## config.mk

```make
export PLATFORM = sky130hd
export DESIGN_NAME = seg_scan_ctrl
export DESIGN_NICKNAME = d
export VERILOG_FILES = /design/src/rtl/seg_scan_ctrl.sv
export SDC_FILE = /design/constraint.sdc
export NUM_CORES = 1
export LEC_CHECK = 0
export CAP_MARGIN = 20
export CORE_MARGIN = 2
export CORE_UTILIZATION = 40
export DETAILED_ROUTE_END_ITERATION = 16
export PLACE_DENSITY_LB_ADDON = 0.05
export SETUP_SLACK_MARGIN = 0.5
export SYNTH_ARGS = -nofsm -noshare
export SYNTH_HDL_FRONTEND = slang
export SYNTH_SLANG_ARGS = --single-unit
```

## constraint.sdc

```tcl
create_clock -name clk -period 4.8 [get_ports clk]
set_input_delay 0.96 -clock clk [delete_from_list [all_inputs] [get_ports clk]]
set_output_delay 0.96 -clock clk [all_outputs]
set_load 0.01 [all_outputs]
```

## src/rtl/seg_scan_ctrl.sv

```systemverilog
// Eight-digit seven-segment scan sequencer: per-slot blanking, hex decode with
// leading-zero suppression, and a pending/shadow buffer committed on frame wrap.
//
// state    | meaning
// ---------+-----------------------------------------------------------
// ST_BLANK | timer in 0..BLANK_CYC-1, all segments and digits inactive
// ST_SHOW  | timer in BLANK_CYC..SCAN_DIV-1, current digit driven
module seg_scan_ctrl #(
    parameter int SCAN_DIV       = 50000,
    parameter int BLANK_CYC      = 1000,
    parameter bit SEG_ACTIVE_LOW = 1'b1,
    parameter bit DIG_ACTIVE_LOW = 1'b1
) (
    input  logic        clk,
    input  logic        rst,
    input  logic [31:0] data,
    input  logic [7:0]  dp,
    input  logic        load,
    input  logic [7:0]  en_mask,
    input  logic        lz_en,
    output logic [6:0]  seg,
    output logic        seg_dp,
    output logic [7:0]  dig_sel,
    output logic [2:0]  dig_idx,
    output logic        upd_pend,
    output logic        frame_done
);

    localparam int TW = (SCAN_DIV > 2) ? $clog2(SCAN_DIV) : 1;
    localparam logic [TW-1:0] T_LAST = TW'(SCAN_DIV - 1);
    localparam logic [TW-1:0] T_SHOW = TW'(BLANK_CYC);

    typedef enum logic {
        ST_BLANK = 1'b0,
        ST_SHOW  = 1'b1
    } state_t;

    state_t      state, state_n;
    logic [TW-1:0] timer, timer_n;
    logic [2:0]  idx_n;
    logic [31:0] shadow_data, shadow_data_n, pend_data, pend_data_n;
    logic [7:0]  shadow_dp, shadow_dp_n, pend_dp, pend_dp_n;
    logic        upd_pend_n;
    logic        slot_end, frame_wrap;
    logic        show, lz_blank;
    logic [3:0]  nib;
    logic [6:0]  seg_ah;
    logic        dp_ah;
    logic [7:0]  dig_ah;

    function automatic logic [6:0] hex7(input logic [3:0] v);
        case (v)
            4'h0: hex7 = 7'h3F;
            4'h1: hex7 = 7'h06;
            4'h2: hex7 = 7'h5B;
            4'h3: hex7 = 7'h4F;
            4'h4: hex7 = 7'h66;
            4'h5: hex7 = 7'h6D;
            4'h6: hex7 = 7'h7D;
            4'h7: hex7 = 7'h07;
            4'h8: hex7 = 7'h7F;
            4'h9: hex7 = 7'h6F;
            4'hA: hex7 = 7'h77;
            4'hB: hex7 = 7'h7C;
            4'hC: hex7 = 7'h39;
            4'hD: hex7 = 7'h5E;
            4'hE: hex7 = 7'h79;
            default: hex7 = 7'h71;
        endcase
    endfunction

    always_comb begin
        slot_end   = (timer == T_LAST);
        frame_wrap = slot_end && (dig_idx == 3'd7);
        timer_n    = slot_end ? '0 : timer + TW'(1);
        idx_n      = slot_end ? dig_idx + 3'd1 : dig_idx;

        state_n = state;
        if (slot_end)
            state_n = (BLANK_CYC == 0) ? ST_SHOW : ST_BLANK;
        else if (state == ST_BLANK && timer_n >= T_SHOW)
            state_n = ST_SHOW;

        shadow_data_n = shadow_data;
        shadow_dp_n   = shadow_dp;
        pend_data_n   = pend_data;
        pend_dp_n     = pend_dp;
        upd_pend_n    = upd_pend;
        // A load landing on the wrap edge bypasses pending and shows immediately.
        if (frame_wrap && load) begin
            shadow_data_n = data;
            shadow_dp_n   = dp;
            pend_data_n   = data;
            pend_dp_n     = dp;
            upd_pend_n    = 1'b0;
        end else if (frame_wrap && upd_pend) begin
            shadow_data_n = pend_data;
            shadow_dp_n   = pend_dp;
            upd_pend_n    = 1'b0;
        end else if (load) begin
            pend_data_n = data;
            pend_dp_n   = dp;
            upd_pend_n  = 1'b1;
        end

        show     = (state_n == ST_SHOW) && en_mask[idx_n];
        lz_blank = lz_en && (idx_n != 3'd0) &&
                   ((shadow_data_n >> {idx_n, 2'b00}) == 32'd0);
        nib      = shadow_data_n[{idx_n, 2'b00} +: 4];
        seg_ah   = (show && !lz_blank) ? hex7(nib) : 7'h00;
        dp_ah    = show && shadow_dp_n[idx_n];
        dig_ah   = show ? (8'd1 << idx_n) : 8'd0;
    end

    always_ff @(posedge clk) begin
        if (rst) begin
            state       <= ST_BLANK;
            timer       <= '0;
            dig_idx     <= 3'd0;
            shadow_data <= 32'd0;
            shadow_dp   <= 8'd0;
            pend_data   <= 32'd0;
            pend_dp     <= 8'd0;
            upd_pend    <= 1'b0;
            frame_done  <= 1'b0;
            seg         <= {7{SEG_ACTIVE_LOW}};
            seg_dp      <= SEG_ACTIVE_LOW;
            dig_sel     <= {8{DIG_ACTIVE_LOW}};
        end else begin
            state       <= state_n;
            timer       <= timer_n;
            dig_idx     <= idx_n;
            shadow_data <= shadow_data_n;
            shadow_dp   <= shadow_dp_n;
            pend_data   <= pend_data_n;
            pend_dp     <= pend_dp_n;
            upd_pend    <= upd_pend_n;
            frame_done  <= frame_wrap;
            seg         <= SEG_ACTIVE_LOW ? ~seg_ah : seg_ah;
            seg_dp      <= SEG_ACTIVE_LOW ? ~dp_ah : dp_ah;
            dig_sel     <= DIG_ACTIVE_LOW ? ~dig_ah : dig_ah;
        end
    end

endmodule

```

# == Word-level counts from Yosys, hierarchy flattened ==
# Memories as Yosys holds them, arrays and structs flattened.
# Index checks and enable logic that the tools add are counted.
# op_classes
eq_ne,3
bitwise,4
magnitude_cmp,2
shifts,3
add_sub_neg,2
n_reduce_logical,15
mux,20
# ops
operator,n
32-bit two-way mux,5
8-bit two-way mux,6
32-bit logical NOT,1
32-bit by 6-bit variable part select with 4-bit output,1
32-bit by 5-bit right shift with 32-bit output,1
"16-bit by 1-bit adder with 16-bit output, second input constant",1
"16-bit == test, second input constant",1
"16-bit by 10-bit greater-or-equal comparator with 1-bit output, second input constant",1
16-bit two-way mux,1
1-bit logical AND,9
8-bit NOT,1
"1-bit by 3-bit left shift with 8-bit output, first input constant",1
7-bit two-way mux,1
7-bit NOT,1
1-bit binary-select mux with 3-bit select,2
"3-bit by 4-bit < comparator with 1-bit output, second input constant",1
1-bit two-way mux,4
"3-bit by 1-bit adder with 3-bit output, second input constant",1
"3-bit == test, second input constant",1
3-bit two-way mux,1
3-bit nonzero test,1
3-bit OR reduction,1
"2-bit inequality test, second input constant",1
1-bit NOT,2
other kinds (3),3
# word_totals
memories,1
mem_bits_ro,112
in_bits,52
reg_bits,118
out_inout_bits,21
# mem_list
name,words,word_bits,rd,rd_clocked_by_memory_dff,write_ports,line,rtl
(no name shown),16,7,1,0,0,52,case (v)

# == Longest topological paths before layout ==
# Gate-level depths: netlist of the first run.
# depth
depth_word,12
mapped_depth,19
ltp_nobuf,16

# == Worst setup path before layout of the first run ==
# No wires, ideal clock.
# synth_timing
kind,input -> register
from,input load
to,register seg[3]
arrival_time_ps,3709
slack_ps,964
path_buffers,3
stages,16
setup_ps,127
cell_sequence,clkbuf_1 -> buf_2 -> clkbuf_1 -> nand2_1 -> nor2_1 -> a21oi_1 -> nand3_1 -> a211oi_1 -> a221oi_2 -> inv_1 -> ha_1 -> and3_1 -> o211ai_1 -> a211oi_1 -> a41o_2 -> or3_1
# synth_via
elab_chain_len,9
# synth_rtl
element,line,rtl
start: declaration,18,"input logic load,"
1-bit logical AND (*),90,if (frame_wrap && load) begin
32-bit two-way mux (*),90,
"parallel branches: the longest is 5 deep, another holds memory read 16 x 7 bit",n/a,
7-bit two-way mux (*),110,seg_ah = (show && !lz_blank) ? hex7(nib) : 7'h00;
7-bit NOT (*),139,seg <= SEG_ACTIVE_LOW ? ~seg_ah : seg_ah;
end signal: assignment,126,seg <= {7{SEG_ACTIVE_LOW}};
end signal: assignment,139,
end: declaration,21,"output logic [6:0] seg,"
# Every way passes the cells marked *.
# A chain may end at the register's enable or synchronous reset.

# == Worst setup path in the final report of the first run ==
# layout_timing
from,register timer[4]
to,register seg[3]
# layout_via
elab_chain_len,12
# layout_rtl
element,line,rtl
start: declaration,39,"logic [TW-1:0] timer, timer_n;"
start signal: assignment,131,timer <= timer_n;
"parallel branches: the longest is 10 deep, another holds 16-bit by 1-bit adder with 16-bit output",n/a,
7-bit two-way mux (*),110,
7-bit NOT (*),139,
# Every way passes the cells marked *. The select of a mux whose other input is x is not followed.

==> metrics.txt, run 1 <==
R2R setup slack 0.67 ns; FMAX 242 MHz; Post-synth EDFFs 0; endpoint class of the critical path flop; vias in the first global route between 5000 and 6000; CTS Sinks 118; RSZ-0062 raised after global routing yes; CTS tree done; Final Cycle Share 0.861; Placeable Area 15100 µm²; setup_tns 0 ns; TritonCTS buffer count 17; asr flop ratio synth 0; H-tree depth 4; Cell Rows 45; family with the most delay on the worst path simple AND/OR/NAND/NOR gates; final setup violation count 0; Die H roughly 130 µm; Die Wd 128 µm; Ys Warns 0; Synth Net Count 780; initial core utilization 0.406; Pre-Repair DR Iteration Count 8; synthesis-to-layout area growth 22.9%; Seq cells post-synth 118; top sig layer met4; crit path buf inv count 2; most common cell after layout, fill and taps aside dfxtp_1; # nets final 837; top-area cell type share of the netlist area 0.385; full die area 16300 µm²; largest area contributor in the netlist dfxtp_1; largest net degree at the start of global routing just under 90; WS Path Type reg2reg; Critical Path Fanout Max 10; Hold Crit Class reg2reg; wire length on met1 8.11 mm; via count 5609; crit path DAT between 4 and 5 ns; io pins 73; cells after synthesis 719; Inserted Diodes 0; Area contributors post-synth dfxtp_1 39%, mux2i_1 6.4%, nor2_1 5.8%; Final min period 4.13 ns; vias per inst 5.75; LEAKAGE 2.92 nW; # port buffers 72; Max clock buf depth 2; DRT antenna net count 0; wire per inst around 18 µm; Placer Congestion 0.849; gr usage total 0.216; Clk pin slew, worst setup/hold paths 0.05 ns; Mapped Area around 6100 µm²; Final Util 0.499; sequential area share after synthesis 0.385; Critical Path Start Type flop; Fin. Hold Viols 0; Top FF cell, synth dfxtp_1; relative slew slack 0.363; final WL 17.4 mm; Slew @ Worst Pin between 0.9 and 1 ns; Slew Viols, Final 0; First DRT Iteration DRCs 329; CP max-delay cell mux2i_4; Largest stage delay, worst path 0.49 ns; first-pass GRT wire length about 28 mm; worst skew pair latency 0.42 ns; Clock Skews ~0.0084 ns; Max IR drop VDD 0.000251 V; initial antenna violation count 0; power per cell area about 330 nW/µm²; DP HPWL 11.7 mm; status completed; Cell variety after synth 74; CP required 5.10 ns; ratio of cells with drive above 1 in the final layout 0.102; most frequent cells in the layout 117 x dfxtp_1, 93 x nor2_1, 91 x nand2_1; gr ovfl total 0; metal2 WL 8.22 mm; DRC 0; syn_area_per_cell roughly 8.5 µm²; max_cap viols 0; met3 routed WL between 800 and 900 µm; CP Cell Sequence nor4b_4, and4_4, mux2i_4, buf_4, nor2_1, a221oi_4, inv_1, ha_1, and3_1, o211ai_1, a211oi_1, a41o_2, or3_1; root buffer selected by CTS clkbuf_16
cell families (layout without fill, tap and decap cells):
kind of cell	Yosys count	count (layout)	share of synthesized area
buf+inv	63	131	0.0598
flops	118	118	0.385
compound gates	161	161	0.189
fa+ha+maj	9	9	0.0184
simple gates	301	302	0.234
xor+xnor	21	21	0.0343
mux	46	46	0.0790
cell type report:
class,instances,area [µm²]
Inverter,7,26.3
Timing Repair Buffer,93,881
Clock buffer,20,437
Sequential cell,118,2360
Multi-Input combinational cell,539,3430
Fill cell,1449,7560
Tap cell,188,235
Clock inverter,11,158
Yosys cell counts (3+ instances only):
cell and instances:
dfxtp_1 118, or3_1 3, a22o_1 7, a32oi_1 23, clkbuf_1 26, o22ai_1 7, o211ai_1 10, and3_1 9
nor2_1 95, nand4_1 4, a22oi_1 5, buf_2 15, nor2b_1 13, mux2i_1 39, ha_1 9, and2_1 4
xnor2_1 15, a211o_1 3, inv_1 7, o21ai_1 4, buf_6 8, o21ai_0 12, nor3_1 16, a21oi_1 36
nor4_1 5, nand3_1 39, a31oi_1 21, xor2_1 4, mux2_2 3, and4_1 3, o22a_1 8, nand2_1 91
worst register-to-register path, stage by stage, from the launching register on:
cell and delay (ns):
dfxtp_1 0.40, nor4b_4 0.48, and4_4 0.44, mux2i_4 0.49, buf_4 0.26, nor2_1 0.09
a221oi_4 0.40, inv_1 0.19, ha_1 0.25, and3_1 0.14, o211ai_1 0.09, a211oi_1 0.08
a41o_2 0.33, or3_1 0.37
stage by stage:
| stage | hold WS (ns) | std cells | power, mW | setup WS (ns) | area, µm² |
|---|---|---|---|---|---|
| 2_1_floorplan | 0.426 | 719 | 1.11 | 0.964 | 6130 |
| 3_3_place_gp | 0.441 | 942 | 1.18 | 0.586 | 6900 |
| 3_5_place_dp | 0.453 | 942 | 1.18 | 0.341 | 6900 |
| 4_1_cts | 0.466 | 973 | 2.49 | 0.501 | 7490 |
| 5_1_grt | 0.493 | 976 | 2.55 | 0.465 | 7530 |
| 6_report | 0.464 | 976 | 2.47 | 0.666 | 7530 |
state kept, by name (all words and copies together) (netlist names), 3 cells and up:
signal and count:
shadow_data 32, dig_idx 3, pend_dp 8, timer 16, seg 7, shadow_dp 8
dig_sel 8, pend_data 32
worst paths after layout:
path	from	to	cells after the start
min	pend_data[10]	pend_data[10]	2
max	timer[4]	seg[3]	13
min reg2reg	pend_data[10]	pend_data[10]	2
max reg2reg	timer[4]	seg[3]	13
where the power goes:
| group | switching, mW | internal, mW | total (mW) |
|---|---|---|---|
| Combinational | 0.0760 | 0.0704 | 0.146 |
| Clock | 0.450 | 0.858 | 1.31 |
| Sequential | 0.0123 | 1.00 | 1.01 |
what timing repair did:
action | 4_1_cts | 5_1_grt
pin swaps | 1 | 3
setup endpoints to repair | 7 | 7
gates cloned | 0 | 1
hold buffers | 0 | 0
buffers inserted | 0 | 2
gates resized for setup | 1 | 3
layer usage:
layer  track usage  up-vias
met2         0.360      179
met5             0        -
met4        0.0679        0
met3        0.0559       23
li1              -     2719
met1         0.273     2688
Power figures use the tool's default switching activity.
==> inputs of run 2 (changes only) <==
- GPL_ROUTABILITY_DRIVEN: not set -> 0
==> results of run 2 <==
The final DEF is identical to that of run 1; final timing and power are the same.
